==> config.mk <==
export PLATFORM = sky130hd
export DESIGN_NAME = mdc_delay_commutator
export DESIGN_NICKNAME = d
export VERILOG_FILES = /design/src/rtl/mdc_delay_commutator.sv
export SDC_FILE = /design/constraint.sdc
export NUM_CORES = 1
export LEC_CHECK = 0
export ABC_AREA = 1
export BUFFER_PORTS_ARGS = -buffer_cell sky130_fd_sc_hd__buf_2
export CAP_MARGIN = 20
export CELL_PAD_IN_SITES_DETAIL_PLACEMENT = 0
export CELL_PAD_IN_SITES_GLOBAL_PLACEMENT = 2
export CORE_UTILIZATION = 36
export DETAILED_ROUTE_END_ITERATION = 8
export PLACE_DENSITY = 0.77
export SLEW_MARGIN = 20
export SYNTH_ARGS = -nofsm -noshare
export SYNTH_HDL_FRONTEND = slang
export SYNTH_SLANG_ARGS = --single-unit
==> constraint.sdc <==
create_clock -name CLK -period 30.1 [get_ports CLK]
set_clock_uncertainty 0.15 [all_clocks]
set_input_delay 1.505 -clock CLK [delete_from_list [all_inputs] [get_ports CLK]]
set_output_delay 1.505 -clock CLK [all_outputs]
set_load 0.02 [all_outputs]
==> src/rtl/mdc_delay_commutator.sv <==
// Radix-2 MDC delay-commutator: reorders the two lane-packed complex streams of one
// butterfly stage so the next stage sees operand pairs (x[i], x[i+DEPTH]).
module mdc_delay_commutator #(
   parameter int NB    = 9,
   parameter int LANES = 4,
   parameter int DEPTH = 4
) (
   input  logic                CLK,
   input  logic                RST,
   input  logic                START,
   input  logic                IN_VALID,
   input  logic [NB*LANES-1:0] IAR,
   input  logic [NB*LANES-1:0] IAI,
   input  logic [NB*LANES-1:0] IBR,
   input  logic [NB*LANES-1:0] IBI,
   output logic                OUT_VALID,
   output logic                OUT_START,
   output logic [NB*LANES-1:0] OAR,
   output logic [NB*LANES-1:0] OAI,
   output logic [NB*LANES-1:0] OBR,
   output logic [NB*LANES-1:0] OBI
);

   localparam int W    = NB * LANES;
   localparam int SELB = $clog2(DEPTH);
   localparam int KW   = SELB + 1;

   typedef logic [2*W-1:0] word_t;

   // Handshake: IN_VALID qualifies the input pair and there is no ready, so every
   // high cycle is consumed; OUT_VALID marks a reordered pair, likewise unthrottled.
   logic          accept;
   logic [KW-1:0] k;
   logic [KW-1:0] k_cur;
   logic          fill;
   logic          fill_cur;
   logic          sel;

   word_t da [DEPTH];
   word_t db [DEPTH];
   word_t a_in;
   word_t b_in;
   word_t out0;
   word_t lower;

   assign accept = IN_VALID;
   assign a_in   = {IAR, IAI};
   assign b_in   = {IBR, IBI};

   // START re-bases the current cycle, so it is seen as k=0 with an empty pipe.
   assign k_cur    = START ? '0 : k;
   assign fill_cur = START ? 1'b0 : fill;
   assign sel      = k_cur[SELB];

   always_comb begin
      out0  = da[DEPTH-1];
      lower = b_in;
      if (sel) begin
         out0  = b_in;
         lower = da[DEPTH-1];
      end
   end

   always_ff @(posedge CLK or posedge RST) begin
      if (RST) begin
         k    <= '0;
         fill <= 1'b0;
      end else if (accept) begin
         k    <= k_cur + KW'(1);
         fill <= fill_cur | (k_cur == KW'(2*DEPTH-1));
      end else begin
         k    <= k_cur;
         fill <= fill_cur;
      end
   end

   always_ff @(posedge CLK or posedge RST) begin
      if (RST) begin
         for (int i = 0; i < DEPTH; i++) begin
            da[i] <= '0;
            db[i] <= '0;
         end
      end else if (accept) begin
         da[0] <= a_in;
         db[0] <= lower;
         for (int i = 1; i < DEPTH; i++) begin
            da[i] <= da[i-1];
            db[i] <= db[i-1];
         end
      end
   end

   // Data registers hold through stalls; only the qualifiers drop.
   always_ff @(posedge CLK or posedge RST) begin
      if (RST) begin
         OUT_VALID <= 1'b0;
         OUT_START <= 1'b0;
         OAR       <= '0;
         OAI       <= '0;
         OBR       <= '0;
         OBI       <= '0;
      end else if (accept) begin
         OUT_VALID  <= fill_cur;
         OUT_START  <= fill_cur && (k_cur == '0);
         {OAR, OAI} <= out0;
         {OBR, OBI} <= db[DEPTH-1];
      end else begin
         OUT_VALID <= 1'b0;
         OUT_START <= 1'b0;
      end
   end

endmodule

* After elaboration in Yosys (flattened, before gate mapping)
Index checks and enable logic that the tools add are counted.
Word-level totals: register bits after elaboration 726, input bits 148, logic and storage cells 29
Cells by class: $add $sub $neg 1, equality and inequality tests 1, multiplexer cells 8, bitwise operators 1, reductions and logical operators 2
Operators with widths (number):
- $mux W72 | 2
- $mux W3 | 2
- $mux W1 | 4
- $add A3 B1 Y3 const B | 1
- $eq A3 B3 Y1 const B | 1
- $logic_not A3 Y1 | 1
- $logic_and A1 B1 Y1 | 1
- $or A1 B1 Y1 | 1

* Depth between registers and ports, before layout
Gate-level depths: netlist (run 1).
word-level depth 4, gate-level depth with buffers 7, gate-level depth less buffers 6

* Worst setup path before layout (run 1)
OpenSTA, ideal clock, no wires.
path type input -> register, start point input port START, end point register k[2], arrival 2274 ps, slack 27537 ps, stages 7, path buffers 1, cell sequence inv_1 buf_2 nand2_1 inv_1 ha_1 nand2_1 xor2_1
On the way: word-level cells in the longest chain between the ends 3
RTL lines:
- from (decl) | line 10 | input logic START,
- $mux W3 * | line 51 | assign k_cur = START ? '0 : k;
- $add A3 B1 Y3 | line 69 | k <= k_cur + KW'(1);
- $mux W3 * | line 68 | end else if (accept) begin
- to (signal assigned) | line 69
- to (signal assigned) | line 72 | k <= k_cur;
- to (decl) | line 33 | logic [KW-1:0] k;
Every way passes the cells marked *; elsewhere a longest branch is shown, timed or not. A chain may end at the register's enable or synchronous reset.

* Worst setup path in the final report (run 1)
start point input port IN_VALID, end point register da[115] in the netlist's numbering
RTL lines:
- from (decl) | line 11 | input logic IN_VALID,
- to (signal, indexed assignment) | line 87 | da[i] <= da[i-1];
- to (decl) | line 39 | word_t da [DEPTH];
No word-level cell between the ends.

==> run summary, run 1 <==
Mapped Area - 28,900 µm²
CTS Sinks - 726
Worst Hold Path EP - db[134]
Final wirelength - 73,400 µm
Leak - 17.6 nW
Worst-Skew Late Latency - 0.61 ns
Warnings from Yosys - 0
Final HPWL DP - 46,500 µm
Post-Synth Simple-Gate Area - 21.3%
Gr ovfl total - 0
Crit path launch type - input port
Critical R2R Capture - OAR[6]
GR Util All Layers - 18.3%
DIE AREA - 81,400 µm²
Number of buffers created by CTS - 81
Post-synthesis mux area share - 0%
Die X - 285 µm
R2r setup slk - 26.88 ns
Worst r2r path cells - 5
Hold Path Class - reg -> reg
Number of nets produced by synthesis - 3,431
Core area - 79,100 µm²
RSZ-0062 raised after global routing - no
First-pass GRT wire length - 120,000 µm
Hold_buf cts - 0
Yosys reg bits - 726
Vias - 21,000
Die Y - 285 µm
Vias in the first global route - 20,800
Worst hold path depth - 2
Final hold vios - 0
DRC violations left - 0
Initial antenna violation count - 15
Worst vdd ir - 34.8 µV
Sequential-to-total area share from yosys stat - 62.9%
Max-slew violations - 0
Total of max-cap violations - 0
Final ANT Viol Nets - 0
CTS clk-pin slew, worst paths - 0.06 ns
Minimum clock period - 4.37 ns
Placed instance count - 4,440
Synth Area per Inst - 8.80 µm²
Post-Route Setup TNS - 0 ns
Largest family of logic cells by synthesized area - simple AND/OR/NAND/NOR gates
I/O Buffers - 293
XOR/XNOR share of the synthesized area - 0.0607%
Worst slew margin - 31.1%
Wirelength per Cell - 16.0 µm
Post-route design area - 33,800 µm²
Initial DRT Pass Iterations - 5
Final core utilization - 42.7%
Postcts setup bufs - 0
Largest net degree at the start of global routing - 219
Pwr Density - 73.1 nW/µm²
TritonCTS clock tree - yes
P&R area growth vs syn - 17.1%
Critical Path RT - 30.40 ns
Fin cells - 4,593
CP max FO - 165
Mapped Cells - 3,281
Row count - 103
Setup violators final - 0
Clock root cell - clkbuf_16
CP arrival - 4.67 ns
Library cells used by synthesis - 15
H-tree level count - 3
Pre-CTS setup slack - 24.80 ns
Min-delay src - db[134]
Adder-cell share of the synthesized area - 0.0867%
Worst Tran Pin Value - 1.03 ns
Via-to-Cell Ratio - 4.58
Synth Area in Compound Gates - 7.97%
DRT iter0 DRCs - 1,457
Final setup margin - 25.73 ns
Post-CTS Resized - 0
Post-DP Area - 31,000 µm²
Outcome - complete, no violations
Origin of the critical flop-to-flop path - k[2]
Gpl congestion - 0.803
Max Root-Sink Buffers - 3
Starting density of the core - 36.5%
Most common cell after layout, fill and taps aside - nand2_1
Crit. End Element - register
Max Clk Rate - 0.229 GHz
CP Class - in -> reg
Layout cell share with drive strength beyond 1 - 12.7%
Fin crit share - 14.5%
Ports - 294
Commonest cells after routing, fill and taps aside - 1,250 x nand2_1, 725 x dfrtp_1, 340 x inv_1, 311 x o21ai_0, 292 x buf_2
Net count, final - 3,625
-- synthesized netlist by cell type --
master	instances	area (µm²)
buf_2	97	485
buf_6	1	11.3
buf_1	5	18.8
clkbuf_1	97	364
dfrtp_1	726	18200
nor2_1	1	3.75
inv_2	1	3.75
buf_4	7	52.6
ha_1	2	25.0
nand2_1	1251	4700
xor2_1	2	17.5
nand3_1	289	1450
o21ai_1	149	746
inv_1	342	1280
o21ai_0	311	1560
-- through the flow --
stage	hold slack [ns]	total power, W
floorplan	0.292	0.00136
global placement	0.304	0.00146
finish	0.318	0.00247
CTS	0.316	0.00251
detailed placement	0.308	0.00147
global route	0.335	0.00260
-- area by class of cell --
type / count / area (µm²)
antenna: 5 / 12.5
clock buffer: 121 / 2440
clock inverter: 25 / 342
fill: 8027 / 45300
inverter: 343 / 1310
multi-input combinational: 2005 / 8500
sequential: 726 / 18200
tap: 1050 / 1310
timing repair buffer: 318 / 1720
-- logic make-up after synthesis --
| logic type | Yosys count |
|---|---|
| buffers and inverters | 550 |
| and+or+nand+nor | 1541 |
| DFF | 726 |
| xor gates and xnor gates | 2 |
| adders and majority gates | 2 |
| AOI/OAI and AO/OA | 460 |
-- worst max-delay path, cell delays in order --
cell and delay (ns):
buf_8 0.25, inv_8 0.69, buf_4 0.86, buf_4 0.91
o21ai_1 0.16
-- worst max path at each step --
stage              from       to  slack [ns]  cells past startpoint
2_1_floorplan       RST   OAI[0]        8.08                      1
3_3_place_gp        RST  OAR[27]       24.91                      5
3_5_place_dp        RST  OAR[27]       24.80                      5
4_1_cts             RST  OAR[28]       25.48                      5
5_1_grt             RST     k[2]       25.29                      5
6_report       IN_VALID  da[115]       25.73                      5
-- where the power goes --
group	leakage, nW	switching, W	total [W]	internal [W]
registers	9.19	0.0000584	0.00116	0.00110
clock network	1.37	0.000395	0.00102	0.000629
logic	7.07	0.000202	0.000291	0.0000887
total	17.6	0.000656	0.00247	0.00181
-- registers in the layout (all words and copies together) (netlist names) --
| name | flops |
|---|---|
| OUT_VALID | 1 |
| db | 288 |
| fill | 1 |
| OBI | 36 |
| da | 288 |
| OAR | 36 |
| OAI | 36 |
| OUT_START | 1 |
| k | 3 |
| OBR | 36 |
-- metal layers --
metal | track usage [%] | part of all wire (%) | vias to the layer above
met3 | 3.58 | 5.0 | 105
met1 | 28.5 | 52 | 9920
li1 | - | - | 10600
met2 | 25.3 | 41 | 394
met5 | 0 | 0.11 | -
met4 | 5.70 | 2.3 | 12
(Power assumes the default switching activity.)
==> run 2, diff against run 1 <==
==> constraint.sdc (replaced) <==
create_clock -name CLK -period 4.2 [get_ports CLK]
set_clock_uncertainty 0.15 [all_clocks]
set_input_delay 0.21 -clock CLK [delete_from_list [all_inputs] [get_ports CLK]]
set_output_delay 0.21 -clock CLK [all_outputs]
set_load 0.02 [all_outputs]
==> run 2 against run 1 <==
Net effect: core utilization rose by 2.0 points; clock-buffer cell count is 1 lower; sequential share of layout area decreased by 2.4 points; sequential power grew to 7.1 times the previous value; combinational power grew to 7.6 times the previous value; flip-flop and latch count unchanged; non-clock buffer count increased by 171; clock power rose to 6.9 times the previous value; wire length about the same; first-iteration DRC count is 8.6% higher; worst hold slack got worse by 0.30 ns; global-route usage grew 0.076 points; critical path type is now reg -> reg.
==> run summary, run 2 (synthesized netlist as in run 1, its figures left out) <==
Outcome - complete, no violations (unchanged)
Largest net degree at the start of global routing - 235 (was 219)
Critical Path RT - 4.55 ns (was 30.40 ns)
Initial DRT Pass Iterations - 5 (unchanged)
Worst vdd ir - 285 µV (was 34.8 µV)
Commonest cells after routing, fill and taps aside - 1,250 x nand2_1, 725 x dfrtp_1, 340 x inv_1, 311 x o21ai_0, 292 x buf_2 (unchanged)
Post-route design area - 35,400 µm² (was 33,800 µm²)
DRC violations left - 0 (unchanged)
CP Class - reg -> reg (was in -> reg)
First-pass GRT wire length - 120,000 µm (about the same)
Vias - 21,500 (was 21,000)
CP Depth - 6 (was 5)
Placed instance count - 4,451 (was 4,440)
Row count - 103 (unchanged)
Postcts setup bufs - 0 (unchanged)
Gr ovfl total - 0 (unchanged)
Crit-path cells - buf_4 > buf_4 > nand3_1 > nand3_1 > dlygate4sd3_1 > nand2_1 (was buf_8 > inv_8 > buf_4 > buf_4 > o21ai_1)
P&R area growth vs syn - 22.6% (was 17.1%)
DRT iter0 DRCs - 1,582 (was 1,457)
Post-DP Area - 31,200 µm² (was 31,000 µm²)
CTS Sinks - 726 (unchanged)
CP peak stage delay - 0.79 ns (was 0.91 ns)
Number of buffers created by CTS - 80 (was 81)
CTS clk-pin slew, worst paths - 0.06 ns (about the same)
GR Util All Layers - 18.4% (was 18.3%)
Die Y - 285 µm (unchanged)
Post-Route Setup TNS - 0 ns (unchanged)
Fin cells - 4,755 (was 4,593)
Most common cell after layout, fill and taps aside - nand2_1 (unchanged)
Max Root-Sink Buffers - 3 (unchanged)
Hold Path Class - in -> async (was reg -> reg)
H-tree level count - 3 (unchanged)
Via-to-Cell Ratio - 4.51 (was 4.58)
Final HPWL DP - 46,600 µm (was 46,500 µm)
Crit. End Element - register (unchanged)
Worst slew margin - 28.0% (was 31.1%)
Vias in the first global route - 21,400 (was 20,800)
Worst r2r path cells - 6 (was 5)
Final wirelength - 73,400 µm (about the same)
Crit path max-delay family - buffers and inverters (unchanged)
RSZ-0062 raised after global routing - no (unchanged)
Biggest regs - da x288, db x288 (unchanged)
Worst path slowest cell - buf_4 (unchanged)
Clock root cell - clkbuf_16 (unchanged)
Total of max-cap violations - 0 (unchanged)
Leak - 18.3 nW (was 17.6 nW)
Hold_buf cts - 162 (was 0)
Gpl congestion - 0.846 (was 0.803)
Core area - 79,100 µm² (unchanged)
CP arrival - 3.35 ns (was 4.67 ns)
Post-CTS Resized - 0 (unchanged)
Final ANT Viol Nets - 0 (unchanged)
DIE AREA - 81,400 µm² (unchanged)
Crit path launch type - register (was input port)
CP bufs+invs - 3 (was 4)
Net count, final - 3,795 (was 3,625)
Minimum clock period - 2.99 ns
Max Clk Rate - 0.334 GHz
Max-slew violations - 0 (unchanged)
Worst Tran Pin Value - 1.08 ns (was 1.03 ns)
Pwr Density - 494 nW/µm² (was 73.1 nW/µm²)
Layout cell share with drive strength beyond 1 - 12.2% (was 12.7%)
Worst-Skew Late Latency - 0.62 ns (was 0.61 ns)
Final hold vios - 0 (unchanged)
Setup violators final - 0 (unchanged)
Fin crit share - 71.3%
Ports - 294 (unchanged)
Die X - 285 µm (unchanged)
CP max FO - 73 (was 165)
Starting density of the core - 36.5% (unchanged)
Initial antenna violation count - 5 (was 15)
TritonCTS clock tree - yes (unchanged)
Wirelength per Cell - 15.4 µm (was 16.0 µm)
I/O Buffers - 293 (unchanged)
-- run 2: cell count changes in the layout (fill, tap and decap cells not counted) --
cell           delta
inv_8             -1
diode_2           -2
clkbuf_8          -1
clkbuf_1          +1
inv_6             -1
clkbuf_16         -1
clkinv_4          -1
bufinv_16         -4
buf_4             +3
clkinv_8          +1
buf_6             -2
dlygate4sd3_1   +162
buf_12            +8
-- run 2: path summary, 6_finish.rpt --
path,start,endpoint,slack (ns)
setup / recovery,k[2],db[220],1.21
hold / removal,RST,db[90],0.02
setup reg to reg,k[2],db[220],1.21
hold reg to reg,da[270],da[270],0.32
max in group asynchronous,RST,OAI[12],2.43
min in group CLK,IAR[12],da[264],0.17
-- run 2: report_power, final --
group	switching, W	leakage, nW	internal (W)
clock network	0.00281	1.29	0.00419
registers	0.000421	9.19	0.00786
logic	0.00148	7.80	0.000748
total	0.00471	18.3	0.0128
-- run 2: final cells by class --
type	count	area, µm²
multi-input cells	2005	8500
inverters	343	1300
well taps	1050	1310
diodes	3	7.51
clock inverters	19	213
repair buffers	489	3500
flip-flops and latches	726	18200
clock buffers	120	2410
fillers	7930	43700
-- run 2: stage by stage --
step / hold slack [ns] / power (W) / setup WS (ns) / utilization (%)
floorplan: 0.177 / 0.00974 / -6.11 / -
global placement: 0.134 / 0.0105 / 1.73 / 39.4
detailed placement: 0.125 / 0.0106 / 1.71 / 39.4
CTS: 0.0125 / 0.0178 / 1.23 / 44.7
global route: 0.0579 / 0.0184 / 1.04 / 44.8
finish: 0.0232 / 0.0175 / 1.21 / 44.8
-- run 2: routing by layer --
metal | routed length, µm | up-vias | global-route usage (%)
met4 | 1720 | 4 | 5.83
met1 | 38200 | 9983 | 28.6
met3 | 3200 | 101 | 2.98
met2 | 30300 | 437 | 26.0
li1 | - | 10900 | -
met5 | 31 | - | 0
-- run 2: worst register-to-register path: stages, from the launching register on --
cell and delay, ns:
dfrtp_4 0.43, buf_4 0.58, buf_4 0.79, nand3_1 0.20, nand3_1 0.12, dlygate4sd3_1 0.56, nand2_1 0.06
